--- src/rtl/sram_req_arbiter.sv ---
// Shares one downstream SRAM-like port between the fetch and memory requesters.
// Tracks outstanding transactions in an owner FIFO and steers in-order responses back.
module sram_req_arbiter #(
    parameter int MAX_OUTST    = 4,
    parameter int STARVE_LIMIT = 8
) (
    input  logic                         clk,
    input  logic                         resetn,

    input  logic                         inst_sram_req,
    input  logic                         inst_sram_wr,
    input  logic [1:0]                   inst_sram_size,
    input  logic [3:0]                   inst_sram_wstrb,
    input  logic [31:0]                  inst_sram_addr,
    input  logic [31:0]                  inst_sram_wdata,
    output logic                         inst_sram_addr_ok,
    output logic                         inst_sram_data_ok,
    output logic [31:0]                  inst_sram_rdata,

    input  logic                         data_sram_req,
    input  logic                         data_sram_wr,
    input  logic [1:0]                   data_sram_size,
    input  logic [3:0]                   data_sram_wstrb,
    input  logic [31:0]                  data_sram_addr,
    input  logic [31:0]                  data_sram_wdata,
    output logic                         data_sram_addr_ok,
    output logic                         data_sram_data_ok,
    output logic [31:0]                  data_sram_rdata,

    output logic                         mem_req,
    output logic                         mem_wr,
    output logic [1:0]                   mem_size,
    output logic [3:0]                   mem_wstrb,
    output logic [31:0]                  mem_addr,
    output logic [31:0]                  mem_wdata,
    input  logic                         mem_addr_ok,
    input  logic                         mem_data_ok,
    input  logic [31:0]                  mem_rdata,

    output logic [$clog2(MAX_OUTST):0]   outst_cnt,
    output logic                         proto_err
);

    localparam int PTR_W = $clog2(MAX_OUTST);
    localparam int CNT_W = PTR_W + 1;
    localparam int STV_W = $clog2(STARVE_LIMIT + 1);

    localparam logic [CNT_W-1:0] FULL_CNT   = CNT_W'(MAX_OUTST);
    localparam logic [STV_W-1:0] STV_MAX    = STV_W'(STARVE_LIMIT);
    localparam logic             OWNER_INST = 1'b0;
    localparam logic             OWNER_DATA = 1'b1;

    typedef enum logic [1:0] {
        GNT_NONE,
        GNT_INST,
        GNT_DATA
    } grant_e;

    logic [MAX_OUTST-1:0] owner_q, owner_d;
    logic [PTR_W-1:0]     head_q, head_d;
    logic [PTR_W-1:0]     tail_q, tail_d;
    logic [CNT_W-1:0]     cnt_q, cnt_d;
    logic [STV_W-1:0]     starve_q, starve_d;
    logic                 proto_err_q, proto_err_d;

    grant_e grant;
    logic   full;
    logic   empty;
    logic   force_inst;
    logic   accept;
    logic   inst_accept;
    logic   data_accept;
    logic   resp_valid;
    logic   head_owner;

    assign full       = (cnt_q == FULL_CNT);
    assign empty      = (cnt_q == '0);
    assign force_inst = inst_sram_req && (starve_q == STV_MAX);

    // Data normally wins; a starved fetch overrides it. Nothing is granted while full,
    // even if a response frees a slot this same cycle.
    always_comb begin
        grant = GNT_NONE;
        if (resetn && !full) begin
            if (data_sram_req && !force_inst) begin
                grant = GNT_DATA;
            end else if (inst_sram_req) begin
                grant = GNT_INST;
            end
        end
    end

    always_comb begin
        mem_req   = 1'b0;
        mem_wr    = 1'b0;
        mem_size  = 2'b0;
        mem_wstrb = 4'b0;
        mem_addr  = 32'b0;
        mem_wdata = 32'b0;
        case (grant)
            GNT_INST: begin
                mem_req   = 1'b1;
                mem_wr    = inst_sram_wr;
                mem_size  = inst_sram_size;
                mem_wstrb = inst_sram_wstrb;
                mem_addr  = inst_sram_addr;
                mem_wdata = inst_sram_wdata;
            end
            GNT_DATA: begin
                mem_req   = 1'b1;
                mem_wr    = data_sram_wr;
                mem_size  = data_sram_size;
                mem_wstrb = data_sram_wstrb;
                mem_addr  = data_sram_addr;
                mem_wdata = data_sram_wdata;
            end
            default: begin
            end
        endcase
    end

    assign accept      = mem_req && mem_addr_ok;
    assign inst_accept = accept && (grant == GNT_INST);
    assign data_accept = accept && (grant == GNT_DATA);

    assign inst_sram_addr_ok = inst_accept;
    assign data_sram_addr_ok = data_accept;

    // Responses come back strictly in acceptance order, so the FIFO head names the owner.
    assign resp_valid = resetn && mem_data_ok && !empty;
    assign head_owner = owner_q[head_q];

    assign inst_sram_data_ok = resp_valid && (head_owner == OWNER_INST);
    assign data_sram_data_ok = resp_valid && (head_owner == OWNER_DATA);
    assign inst_sram_rdata   = resetn ? mem_rdata : 32'b0;
    assign data_sram_rdata   = resetn ? mem_rdata : 32'b0;

    always_comb begin
        owner_d = owner_q;
        head_d  = head_q;
        tail_d  = tail_q;
        cnt_d   = cnt_q;
        if (accept) begin
            owner_d[tail_q] = (grant == GNT_DATA) ? OWNER_DATA : OWNER_INST;
            tail_d          = tail_q + PTR_W'(1);
        end
        if (resp_valid) begin
            head_d = head_q + PTR_W'(1);
        end
        case ({accept, resp_valid})
            2'b10:   cnt_d = cnt_q + CNT_W'(1);
            2'b01:   cnt_d = cnt_q - CNT_W'(1);
            default: cnt_d = cnt_q;
        endcase
    end

    always_comb begin
        starve_d = starve_q;
        if (!inst_sram_req || inst_accept) begin
            starve_d = '0;
        end else if (data_accept && (starve_q != STV_MAX)) begin
            starve_d = starve_q + STV_W'(1);
        end
    end

    assign proto_err_d = proto_err_q || (mem_data_ok && empty);

    always_ff @(posedge clk or negedge resetn) begin
        if (!resetn) begin
            owner_q     <= '0;
            head_q      <= '0;
            tail_q      <= '0;
            cnt_q       <= '0;
            starve_q    <= '0;
            proto_err_q <= 1'b0;
        end else begin
            owner_q     <= owner_d;
            head_q      <= head_d;
            tail_q      <= tail_d;
            cnt_q       <= cnt_d;
            starve_q    <= starve_d;
            proto_err_q <= proto_err_d;
        end
    end

    assign outst_cnt = cnt_q;
    assign proto_err = proto_err_q;

endmodule

--- config.mk ---
export PLATFORM = sky130hd
export DESIGN_NAME = sram_req_arbiter
export DESIGN_NICKNAME = d
export VERILOG_FILES = /design/src/rtl/sram_req_arbiter.sv
export SDC_FILE = /design/constraint.sdc
export NUM_CORES = 1
export LEC_CHECK = 0
export BUFFER_PORTS_ARGS = -buffer_cell sky130_fd_sc_hd__buf_2
export CORE_AREA = 2 2 127 129
export CTS_BUF_LIST = sky130_fd_sc_hd__clkbuf_4 sky130_fd_sc_hd__clkbuf_8 sky130_fd_sc_hd__clkbuf_16
export DETAILED_ROUTE_END_ITERATION = 7
export DIE_AREA = 0 0 129 131
export REMOVE_ABC_BUFFERS = 1
export SYNTH_ARGS = -nofsm -noshare
export SYNTH_HDL_FRONTEND = slang
export SYNTH_SLANG_ARGS = --single-unit
--- constraint.sdc ---
create_clock -name clk -period 2.8 [get_ports clk]
set_input_delay 0.42 -clock clk [delete_from_list [all_inputs] [get_ports clk]]
set_output_delay 0.42 -clock clk [all_outputs]
set_load 0.02 [all_outputs]
# Yosys cells after proc, flatten, opt, wreduce, memory -nomap -nowiden
# Index checks and enable logic that the tools add are counted.
dict set report word_totals {
  regBits 16
  inputBits 180
}
dict set report op_classes {
  n_addsub 5
  n_lt_le_gt_ge 3
  eq_ne 7
  mux 19
  bitwise 1
  reduce_logical 23
}
# op n
set ops {}
lappend ops {{32-bit one-hot mux with 2 select lines} 2}
lappend ops {{32-bit two-way mux} 1}
lappend ops {{1-bit logical AND} 13}
lappend ops {{4-bit two-way mux} 2}
lappend ops {{4-bit one-hot mux with 2 select lines} 1}
lappend ops {{2-bit by 3-bit less-than comparator with 1-bit output (second input constant)} 2}
lappend ops {{3-bit one-hot mux with 2 select lines} 1}
lappend ops {{1-bit two-way mux} 5}
lappend ops {{2-bit by 1-bit adder with 2-bit output (second input constant)} 2}
lappend ops {{4-bit by 1-bit adder with 4-bit output (second input constant)} 1}
lappend ops {{4-bit bitwise mux} 1}
lappend ops {{2-bit by 1-bit equality test with 1-bit output (second input constant)} 2}
lappend ops {{2-bit equality test (second input constant)} 2}
lappend ops {{4-bit equality test (second input constant)} 1}
lappend ops {{1-bit zero test} 4}
lappend ops {{2-bit two-way mux} 2}
lappend ops {{4-bit != test (second input constant)} 1}
lappend ops {{2-bit one-hot mux with 2 select lines} 1}
lappend ops {{2-bit nonzero test} 2}
lappend ops {{3-bit by 1-bit adder with 3-bit output (second input constant)} 1}
lappend ops {{3-bit equality test (second input constant)} 1}
lappend ops {{3-bit zero test} 1}
lappend ops {{3-bit by 1-bit subtractor with 3-bit output (second input constant)} 1}
lappend ops {{1-bit binary-select mux with 2-bit select} 1}
lappend ops {{6 further kinds} 7}

# Longest topological paths before layout
dict set report depth {
  word_depth 14
  ltp_mapped 15
}

# Worst setup path before layout
# OpenSTA, ideal clock, no wires.
dict set report synth_timing {
  kind {reg2reg}
  from {reg cnt_q[0], in the netlist outst_cnt[0]}
  to {reg cnt_q[2], in the netlist outst_cnt[2]}
  setup_time_ns 0.080
  arrival_ns 2.483
  slack_ns 0.237
  path_stages_with_launch 14
  path_buffers 1
  synth_period_minus_slack_ns 2.563
  cell_sequence {dfrtp_1 > inv_1 > a31oi_1 > nand3_1 > ha_1 > nor2b_1 > buf_2 > inv_1 > ha_1 > inv_1 > fa_1 > xor2_1 > nor2_1 > xor2_1}
}
dict set report synth_between {
  elab_chain_len 10
}
# element line
set synth_lines {}
lappend synth_lines {{start: declaration} 62} ;# logic [CNT_W-1:0] cnt_q, cnt_d;
lappend synth_lines {{start signal: assignment} 180} ;# cnt_q <= cnt_d;
lappend synth_lines {{3-bit equality test} 76} ;# assign full = (cnt_q == FULL_CNT);
lappend synth_lines {{1-bit zero test} 84} ;# if (resetn && !full) begin
lappend synth_lines {{1-bit logical AND} 84}
lappend synth_lines {{2-bit two-way mux} 84}
lappend synth_lines {{2-bit by 1-bit equality test with 1-bit output or 2-bit equality test (tied branches)} 100} ;# case (grant)
lappend synth_lines {{2-bit OR reduction (no line)} --}
lappend synth_lines {{1-bit two-way mux} 100}
lappend synth_lines {{1-bit logical AND} 122} ;# assign accept = mem_req && mem_addr_ok;
lappend synth_lines {{2-bit by 1-bit equality test with 1-bit output or 2-bit equality test (tied branches)} 150} ;# case ({accept, resp_valid})
lappend synth_lines {{3-bit one-hot mux with 2 select lines or 2-bit nonzero test (tied branches)} --}
# Parallel ways exist; a longest one is shown, timed or not.
# A chain may end at the register's enable or synchronous reset.

# Worst setup path after layout
dict set report layout_timing {
  from {reg starve_q[1]}
  to {out mem_size[0]}
}
dict set report layout_between {
  elab_chain_len 8
}
# element line
set layout_lines {}
lappend layout_lines {{start: declaration} 63} ;# logic [STV_W-1:0] starve_q, starve_d;
lappend layout_lines {{start signal: assignment} 181} ;# starve_q <= starve_d;
lappend layout_lines {{4-bit equality test *} 78} ;# assign force_inst = inst_sram_req && (starve_q == STV_MAX);
lappend layout_lines {{1-bit logical AND *} 78}
lappend layout_lines {{1-bit zero test *} 85} ;# if (data_sram_req && !force_inst) begin
lappend layout_lines {{1-bit logical AND *} 85}
lappend layout_lines {{2-bit two-way mux *} 85}
lappend layout_lines {{2-bit two-way mux *} 84}
lappend layout_lines {{2-bit equality test or 2-bit by 1-bit equality test with 1-bit output (tied branches)} 100}
lappend layout_lines {{2-bit one-hot mux with 2 select lines *} 100}
lappend layout_lines {{end: declaration} 32} ;# output logic [1:0] mem_size,
# Every way passes the cells marked *; elsewhere a longest branch is shown, timed or not.

==> summary.txt <==
Crit path buffers/inverters: 4
Ys Warns: 0
HP Class: primary input to asynchronous set/reset pin
Total die area: 16900 sq um
# DRC: 0
DP HPWL: 9660 um
First-pass GRT wire length: 15800 um
Most frequent cells in the layout: buf_2 (318), nor2_1 (72), a22oi_1 (54)
DP Cell Count: 819
Slowest stage delay, CP: 0.41 ns
Placement Rows: 46
Via density: 4.22
Place WS: 0.180 ns
Number of I/O port buffers: 323
Pwr dens: 444 nW/um^2
Clock Root Buffer: clkbuf_16
Tcrit/Tclk final: 0.957
Total CTS buffers: 3
Cell Area, Placed: 4000 sq um
F_max: 0.373 GHz
Cell count after synthesis: 323
Worst skew pair latency: 0.25 ns
Synth Area per Inst: 7.14 sq um
Distinct cells, synth: 32
DRT iter0 DRCs: 156
Tightest Pin Transition: 0.424 ns
Reg clk slew, reported paths: 0.05 ns
I/O pin total: 324
Final setup violation count: 0
Peak supply drop: 0.215 mV
Most used cell, CP: ha_4
Max_cap viols: 0
Drt wl/cell: 14.9 um
Synth area leader: a22oi_1
Final worst slack: 0.121 ns
Pre-antenna DRT Iters: 5
Via count: 3510
Delay-heaviest family, CP: buffers and inverters
Routability cong.: 0.730
Synth Cell Area: 2310 sq um
CTS sink count: 16
Cts-stage hold buffer count: 0
Crit path arrival time: 2.26 ns
CTS tree: built
CORE AREA: 15600 sq um
Largest net degree at the start of global routing: 50
Share of layout cells above drive strength 1: 0.624
Post-synth EDFFs: 0
Synth area leaders: a22oi_1 (23%), dfrtp_1 (17%), nor2_1 (12%)
Post-Layout Cell Count: 832
Area growth syn-to-layout: 90.7%
Hold slack: 0.207 ns
Slowest cell on the critical path: dfrtp_1
Main synth FF type: dfrtp_1
Type of the worst setup path: flip-flop to output pin
All-layer global routing usage: 0.121
LEAKAGE: 2.39 nW
Endpoint class of the critical path: output pin
Die height: 131 um
Post-synthesis async set-or-reset flop share: 1.00
Clock Path Buffers: 2
Initial antenna violation count: 3
Final hold viol count: 0
CP Cell Sequence: inv_2, ha_4, and3b_2, nand2_2, and3_4, ha_4, buf_12, clkbuf_16, a22oi_2, nor2_1, buf_4
Status: completed
Initial core utilization: 0.148
Yosys reg bits: 16
Most common cell after layout, fill and taps aside: buf_2
Gr ovfl total: 0
Die W: 129 um
Crit Path Max Fanout: 6
DRT antenna net count: 0
Skew final: 0.00245 ns
CP Data Required Time: 2.38 ns
Crit start category: flip-flop
H-tree Lvls: 1
Nets: 806
Final Cell Area: 4400 sq um
Seq/Total Area, Yosys: 0.174
Vias in the first global route: 2996
Period minus WS final: 2.68 ns
Post-synth top area share: 0.231
Final slew viol count: 0
Max-slew headroom: 0.717
Total Wirelength: 12400 um
==> flip-flops by register name (all words and copies together) (netlist names) <==
signal	flops
starve_q	4
owner_q	4
tail_q	2
head_q	2
proto_err	1
outst_cnt	3
==> stage by stage <==
stage	TNS [ns]	total power [W]	utilization
after CTS	0	0.00187	0.265
after global routing	-0.00640	0.00210	0.282
after global placement	0	0.00152	0.256
final	0	0.00195	0.282
after detailed placement	0	0.00152	0.256
after floorplan	-53.89	0.00102	-
==> synth_stat cells, drive strengths merged, types with 2 or more instances <==
cell type,instances
mux2,4
and3,2
clkbuf,18
ha,9
and2,34
nand3,5
buf,42
xor2,3
nand3b,2
a21boi,4
nor2,72
nor2b,3
a22oi,71
dfrtp,16
xnor2,3
o21ai,5
inv,11
nand2,9
==> power by group <==
group	internal (W)	leakage [nW]	switching [W]
combinational	0.000569	2.15	0.000714
sequential	0.000312	0.201	0.0000515
clock	0.000217	0.0442	0.0000906
total	0.00110	2.39	0.000857
==> cell families after synthesis <==
kind of cell    share of synthesized area
fa+ha+maj                          0.0575
xor+xnor                           0.0228
mux                                0.0293
buf+inv                             0.176
compound gates                      0.268
flops                               0.174
simple gates                        0.273
==> worst register-to-register path: cells and delay by family (launching register included) <==
kind	cells	cell delay, ns
xor+xnor	2	0.30
fa+ha+maj	4	1.02
buf+inv	3	0.18
flops	1	0.39
simple gates	5	0.59
==> per-layer routing <==
metal,GRT usage,up-vias,part of all wire,routed length [um]
met3,0.0175,11,0.083,1030
met1,0.145,1596,0.38,4780
met4,0.0211,2,0.0059,73
met2,0.231,227,0.53,6530
li1,-,1674,-,-
met5,0,-,0.0013,16
==> final timing paths <==
kind                                               from                        to  slack (ns)  depth (start not counted)
worst max-delay path            starve_q[1]$_DFFE_PN0P_               mem_size[0]        0.12                         11
worst min-delay path                             resetn  outst_cnt[0]$_DFFE_PN0P_        0.21                          2
worst max register to register  starve_q[0]$_DFFE_PN0P_  outst_cnt[2]$_DFFE_PN0P_        0.25                         14
worst min register to register      proto_err$_DFF_PN0_       proto_err$_DFF_PN0_        0.45                          1
max in group asynchronous                        resetn    owner_q[1]$_DFFE_PN0P_        2.29                          2
min in group clk                            mem_data_ok       proto_err$_DFF_PN0_        0.39                          2
==> final cells by class <==
type                            count  area [sq um]
Fill cell                        1726         11200
Timing Repair Buffer              348          1960
Multi-Input combinational cell    236          1640
Sequential cell                    16           400
Tap cell                          216           270
Clock buffer                        4          88.8
Inverter                           11          41.3
Antenna cell                        1          2.50
==> what timing repair did <==
item / CTS / global route
resized for setup: 2 / 35
setup endpoints to repair: 3 / 70
setup buffers: 0 / 3
cloned: 1 / 4
pin swaps: 0 / 4
No activity file was read; power rests on OpenSTA's default activity.
